[src/rtl/mem_burst_reader.sv]
// Streams a contiguous burst from a 1-cycle-latency memory out over valid/ready.
// Reads are credit-limited so the 4-entry return FIFO can never overflow.
module mem_burst_reader #(
    parameter int DATA_W = 8,
    parameter int ADDR_W = 8,
    parameter int LEN_W  = 9
) (
    input  logic              clock,
    input  logic              reset,
    input  logic              start,
    input  logic [ADDR_W-1:0] start_addr,
    input  logic [LEN_W-1:0]  start_len,
    output logic              busy,
    output logic              done,
    output logic              mem_rd_en,
    output logic [ADDR_W-1:0] mem_addr,
    input  logic [DATA_W-1:0] mem_rd_data,
    output logic              out_valid,
    input  logic              out_ready,
    output logic [DATA_W-1:0] out_data,
    output logic              out_last
);

    localparam logic [LEN_W-1:0] MAX_LEN = LEN_W'(2 ** ADDR_W);

    typedef enum logic [1:0] {IDLE, READ, DRAIN, DONE} state_t;

    state_t            state;
    logic [ADDR_W-1:0] addr_q;
    logic [LEN_W-1:0]  len_q;
    logic [LEN_W-1:0]  issued_q;
    logic [LEN_W-1:0]  deliv_q;

    logic              rd_vld_p1;
    logic [DATA_W-1:0] fifo_mem [4];
    logic [1:0]        wr_ptr;
    logic [1:0]        rd_ptr;
    logic [2:0]        fifo_cnt;

    logic              credit_ok;
    logic              issue;
    logic              push;
    logic              pop;

    function automatic logic [LEN_W-1:0] sat_len(input logic [LEN_W-1:0] l);
        return (l > MAX_LEN) ? MAX_LEN : l;
    endfunction

    // Words already in the FIFO plus the one read still returning bound new issues.
    assign credit_ok = ({1'b0, fifo_cnt} + {3'b000, rd_vld_p1}) < 4'd4;
    assign issue     = (state == READ) && credit_ok && (issued_q < len_q);
    assign push      = rd_vld_p1;
    assign pop       = out_valid && out_ready;

    assign mem_rd_en = issue;
    assign mem_addr  = addr_q;
    assign busy      = (state == READ) || (state == DRAIN);
    assign done      = (state == DONE);
    assign out_valid = (fifo_cnt != 3'd0);
    assign out_data  = out_valid ? fifo_mem[rd_ptr] : '0;
    assign out_last  = out_valid && (deliv_q == len_q - LEN_W'(1));

    always_ff @(posedge clock or negedge reset) begin
        if (!reset) begin
            state    <= IDLE;
            addr_q   <= '0;
            len_q    <= '0;
            issued_q <= '0;
            deliv_q  <= '0;
        end else begin
            if (pop) begin
                deliv_q <= deliv_q + LEN_W'(1);
            end
            case (state)
                IDLE: begin
                    if (start) begin
                        if (start_len == '0) begin
                            state <= DONE;
                        end else begin
                            addr_q   <= start_addr;
                            len_q    <= sat_len(start_len);
                            issued_q <= '0;
                            deliv_q  <= '0;
                            state    <= READ;
                        end
                    end
                end
                READ: begin
                    if (issue) begin
                        addr_q   <= addr_q + ADDR_W'(1);
                        issued_q <= issued_q + LEN_W'(1);
                        if (issued_q + LEN_W'(1) == len_q) begin
                            state <= DRAIN;
                        end
                    end
                end
                DRAIN: begin
                    if (pop && out_last) begin
                        state <= DONE;
                    end
                end
                DONE:    state <= IDLE;
                default: state <= IDLE;
            endcase
        end
    end

    // Read-return stage: strobe delayed one cycle to line up with mem_rd_data.
    always_ff @(posedge clock or negedge reset) begin
        if (!reset) begin
            rd_vld_p1 <= 1'b0;
            wr_ptr    <= '0;
            rd_ptr    <= '0;
            fifo_cnt  <= '0;
        end else begin
            rd_vld_p1 <= issue;
            if (push) begin
                wr_ptr <= wr_ptr + 2'd1;
            end
            if (pop) begin
                rd_ptr <= rd_ptr + 2'd1;
            end
            case ({push, pop})
                2'b10:   fifo_cnt <= fifo_cnt + 3'd1;
                2'b01:   fifo_cnt <= fifo_cnt - 3'd1;
                default: fifo_cnt <= fifo_cnt;
            endcase
        end
    end

    always_ff @(posedge clock) begin
        if (push) begin
            fifo_mem[wr_ptr] <= mem_rd_data;
        end
    end

endmodule

[config.mk]
export PLATFORM = sky130hd
export DESIGN_NAME = mem_burst_reader
export DESIGN_NICKNAME = d
export VERILOG_FILES = /design/src/rtl/mem_burst_reader.sv
export SDC_FILE = /design/constraint.sdc
export NUM_CORES = 1
export LEC_CHECK = 0
export CAP_MARGIN = 20
export CORE_ASPECT_RATIO = 0.6
export CORE_MARGIN = 2
export CORE_UTILIZATION = 41
export DETAILED_ROUTE_END_ITERATION = 10
export GPL_TIMING_DRIVEN = 0
export PLACE_DENSITY = 0.65
export SYNTH_ARGS = -nofsm -noshare
export SYNTH_HDL_FRONTEND = slang
export SYNTH_SLANG_ARGS = --single-unit
export TNS_END_PERCENT = 50
[constraint.sdc]
create_clock -name clock -period 2.8 [get_ports clock]
set_clock_uncertainty 0.05 [all_clocks]
set_input_delay 0.56 -clock clock [delete_from_list [all_inputs] [get_ports clock]]
set_output_delay 0.56 -clock clock [all_outputs]
set_load 0.02 [all_outputs]
* Word-level counts from Yosys, hierarchy flattened
Memory sizes are Yosys's and may differ from the RTL's. Cells that the tools add are included.
Operators by class: add/sub/neg operators 9, $lt $le $gt $ge 3, equality and inequality tests 12, muxes and demuxes 23, bitwise gates (word level) 1, reductions and logical operators 14
Operator list (number):
- 9-bit two-way mux | 8
- 8-bit two-way mux | 4
- 9-bit by 1-bit adder with 9-bit output, second input constant | 2
- 9-bit == test | 2
- 9-bit case mux with 2 select lines | 1
- 8-bit case mux with 2 select lines | 1
- 2-bit two-way mux | 5
- 9-bit > comparator, second input constant | 1
- 9-bit zero test | 1
- 9-bit less-than comparator | 1
- 9-bit by 1-bit subtractor with 9-bit output, second input constant | 1
- 8-bit by 1-bit adder with 8-bit output, second input constant | 1
- 2-bit case mux with 4 select lines | 1
- 4-bit AND reduction | 2
- 2-bit == test, second input constant | 3
- 2-bit != test, second input constant | 3
- 3-bit case mux with 2 select lines | 1
- 1-bit logical AND | 5
- 2-bit by 1-bit adder with 2-bit output, second input constant | 2
- 3-bit by 1-bit adder with 4-bit output | 1
- 2-bit by 1-bit == test with 1-bit output, second input constant | 2
- 4-bit by 3-bit less-than comparator with 1-bit output, second input constant | 1
- 2-bit by 1-bit != test with 1-bit output, second input constant | 2
- 2-bit nonzero test | 2
- other kinds (8) | 9
Word-level totals: flip-flop bits (word level) 45, memory bits (writable) 32, memories 1
Memories:
- fifo_mem | depth 4, width 8, rd ports 1, clocked after memory_dff 0, write ports 1, RTL line 35 | logic [DATA_W-1:0] fifo_mem [4];

* Depth between registers and ports, before layout
word-level depth 6, depth in mapped cells 12

* Worst setup path after synthesis
Ideal clock, no wire load.
path kind flip-flop to flip-flop, start point register len_q[4], end point register state[1], setup time 0.128 ns, arrival time 2.518 ns, required time 2.622 ns, path slack 0.104 ns, stages on the path, launching flop included 11, path buffers 1, clock period less this slack 2.696 ns, cell sequence dfrtp_1 -> inv_1 -> ha_1 -> a211oi_1 -> nor2_1 -> o311a_1 -> or2_0 -> clkbuf_1 -> o32a_1 -> a21oi_2 -> mux2_1
On the way: longest elaborated chain between the ends 6, elaborated cells between the ends (all ways) 11, classes of those cells add/sub: 1; order compare: 1; eq/ne: 5; reduce/logical: 4
RTL lines:
- from (decl) | RTL line 30 | logic [LEN_W-1:0] len_q;
- from (signal assigned) | RTL line 81 | len_q <= sat_len(start_len);
- 9-bit by 1-bit subtractor with 9-bit output | RTL line 61 | assign out_last = out_valid && (deliv_q == len_q - LEN_W'(1));
- 9-bit == test | RTL line 61
- 1-bit logical AND | RTL line 61
- 1-bit logical AND | RTL line 98 | if (pop && out_last) begin
- 2-bit by 1-bit != test with 1-bit output (no line)
- 4-bit AND reduction (no line) *
- to (signal assigned) | RTL line 65 | state <= IDLE;
- to (signal assigned) | RTL line 99 | state <= DONE;
- to (signal assigned) | RTL line 102 | DONE: state <= IDLE;
- to (decl) | RTL line 28 | state_t state;
Every way passes the cells marked *; elsewhere a longest branch is shown, timed or not. A chain may end at the register's enable or synchronous reset.

* Worst setup path after layout
start point register len_q[0], end point output out_last
On the way: longest elaborated chain between the ends 3
RTL lines:
- 9-bit by 1-bit subtractor with 9-bit output | RTL line 61
- 9-bit == test | RTL line 61
- 1-bit logical AND | RTL line 61
- to (decl) | RTL line 21 | output logic out_last
Every way passes these cells.

==> flow_summary_export.csv <==
group,metric,value,unit
status,status,"complete, but fails checks",
status,violations,"negative setup slack",
synthesis,synth_edf_count,32,
setup_path,path_buf_inv,3,
detailed_routing,first_pass_iters,5,
setup_path,r2r_slack,20,ps
sta,fin_ws,-177,ps
detailed_routing,antenna_left,0,
cts,numCtsBuffers,9,
detailed_routing,drt_iter0_drc,261,
sta,relSlewSlack,64.7,%
power,p_leak,0.00228,uW
cts,cts_max_level,3,
layout,multi_input_area,2220,sq um
cts,path_clk_slew,70,ps
setup_path,crit_path_end_kind,"primary output",
sta,post-route-period-util,106,%
power,switching_share,41.1,%
synthesis,yosysMostFrequentCell,"dfrtp_1",
floorplanning,io_pins,50,
cts,clock_latency,340,ps
cts,clockBufferDepth,2,
job,maxCapViolCount,0,
sta,period_needed,2980,ps
setup_path,worstSetupStartpointType,"flop",
power,pwr-share-seq,28.4,%
power,power.density,1120,nW/um^2
layout,n_fill_cell,869,
setup_path,r2r.worst_path.cells,11,
place,port_buffers,49,
place,hpwlAfterDp,7.56,mm
setup_path,reg2reg_from,"len_q[0]",
synthesis,synth_ff_type,"dfrtp_1",
sta,achievable-frequency,336,MHz
setup_path,cp_slowest_cell,"dfrtp_2",
detailed_routing,wl_per_cell,17.0,um
synthesis,synth_top_cell_area_share,25.7,%
sta,rsz0062_at_grt,"yes",
global_route,grt_usage,19.7,%
sta,whs,121,ps
setup_path,crit_top_cell,"buf_6",
floorplanning,die_x,137,um
detailed_routing,route.detailed.drc,0,
sta,drv_slew,0,
cts,postCtsHoldBufs,0,
hold_path,hp-class,"input pin to asynchronous set/reset pin",
detailed_routing,via_per_inst,5.47,
cts,cts.sinks,77,
setup_path,path_class,"flop to primary output",
global_route,gr-total-overflow,0,
setup_path,cp_top_family,"simple AND/OR/NAND/NOR gates",
synthesis,ys_seq_elements,77,
setup_path,worstPathRequired,2190,ps
sta,tightest_slew,530,ps
synthesis,syn_area,4380,sq um
power,irDropWorstVdd,0.000488,V
sta,setup-violations-final,1,
setup_path,max_stage_delay,390,ps
setup_path,worstPathCellList,"inv_2, ha_4, buf_6, nor3b_2, a21oi_1, or3b_4, a311oi_2, and2_4, buf_6",
detailed_routing,wirelength,10.8,mm
synthesis,async_reset_ff_share,58.4,%
place,gp_congestion,0.849,
setup_path,path_max_fanout,5,
setup_path,worstReg2RegEnd,"state[1]",
layout,drive_above_1_share,20.7,%
power,p_switching,2640,uW
place,place_ws,-502,ps
floorplanning,rows,29,
layout,regArea,2100,sq um
synthesis,ys_warn_count,0,
floorplanning,start_util,41.8,%
setup_path,worstPathArrival,2370,ps
global_route,grt_pass1_vias,3297,
layout,num_antenna_cells,0,
cts,cts_tree,"built",
cts,cts_root_buffer,"clkbuf_16",
synthesis,syn_avg_cell_area,10.7,sq um
power,combPwrFrac,52.9,%
detailed_routing,vias,3487,
synthesis,yosys.area.top_type,"dfrtp_1",
global_route,antenna_found_initial,0,
power,p_clk_share,18.7,%
layout,areaGrowthSynthToFinish,30.4,%
floorplanning,chipHeight,84.1,um
synthesis,synthTopCellsByCount,"dfrtp_1 (45), edfxtp_1 (32), nand2_1 (28)",
floorplanning,die-area,11600,sq um
synthesis,synth.distinct_cells,56,
global_route,grt_max_degree,28,
synthesis,yosysSeqAreaShare,47.7,%
floorplanning,coreArea,10500,sq um
power,p_int,3780,uW
global_route,grt_pass1_wl,17.3,mm
synthesis,netlist_top_cells_area,"dfrtp_1 (26%), edfxtp_1 (22%), ha_1 (6.6%)",
sta,final_hold_viol_count,0,
synthesis,syn_inst,410,
synthesis,synth_fp_nets,463,
layout,final_nets,546,
-- per-stage QoR --
| stage | util [%] | total power, uW | cells | instance area, sq um | TNS, ps |
|---|---|---|---|---|---|
| finish | 54.5 | 6420 | 637 | 5710 | -177 |
| global route | 54.5 | 6870 | 637 | 5710 | -871 |
| CTS | 52.8 | 6110 | 627 | 5530 | -138 |
| detailed placement | 48.2 | 4680 | 599 | 5060 | -5130 |
| global placement | 48.1 | 4590 | 598 | 5040 | -17280 |
| floorplan | - | 3750 | 410 | 4380 | 0 |
-- layer usage --
layer  track usage, %  wire length, um  vias up  share of wire (%)
met2             26.3             4550      105                 42
met1             31.0             5550     1722                 51
met4             5.25               80        0               0.74
met5                0                0        -                  0
li1                 -                -     1648                  -
met3             4.98              657       12                6.1
-- registers in the layout, indices dropped and copies added, names as in the netlist --
register and flops:
push 1, fifo_cnt 3, wr_ptr 2, state 2
issued_q 9, deliv_q 9, len_q 9, rd_ptr 2
mem_addr 8, fifo_mem 32
-- layout make-up --
type	count	share of cell area, %
multi-input combinational	288	38.8
sequential	77	36.8
timing repair buffer	78	13.1
clock buffer	9	3.94
tap	139	3.04
inverter	24	1.66
clock inverter	7	1.51
buffer	15	1.18
-- logic make-up (layout without fill, tap and decap cells) --
logic type,after synthesis,count (layout),share of synthesized area [%]
buf+inv,45,133,4.26
flops,77,77,47.7
xor+xnor,31,31,6.51
compound gates,83,83,11.9
mux,14,14,5.51
fa+ha+maj,24,24,7.03
simple gates,136,136,17.1
-- power groups by stage --
stage               Sequential (uW)  Combinational (uW)  Clock (uW)
floorplan                      1790                1960           0
global placement               1780                2810           0
detailed placement             1800                2880           0
CTS                            1790                3100        1220
global route                   1870                3730        1270
finish                         1830                3400        1200
-- worst max-delay path by stage --
stage             start       end  slack (ps)  cells past startpoint
4_1_cts        len_q[4]  out_last        -130                      8
3_3_place_gp   len_q[0]  out_last        -490                      9
2_1_floorplan  len_q[4]  state[1]         100                     10
3_5_place_dp   len_q[0]  out_last        -500                      9
5_1_grt        len_q[0]  out_last        -290                      9
6_report       len_q[0]  out_last        -180                      9
-- placed cells by master, fill, tap and decap left out, types with 8 or more instances in the layout --
cell,instances
clkdlybuf4s50_1,46
dfrtp_1,35
edfxtp_1,32
nand2_1,28
buf_4,23
ha_1,20
inv_1,19
o21ai_0,18
nor2_1,18
xor2_1,18
and2_1,15
o21ai_1,14
a21oi_1,13
xnor2_1,12
clkbuf_1,11
nand3_1,11
nand3b_1,10
dfrtp_2,10
and3_1,9
clkbuf_16,9
mux4_2,8
-- repair_timing --
action	CTS	global route
setup buffers	15	12
gates cloned	0	1
endpoints found under the setup margin	25	28
pin swaps	5	15
endpoints found under the hold margin	0	0
resized for setup	32	32
(Power assumes the default switching activity.)
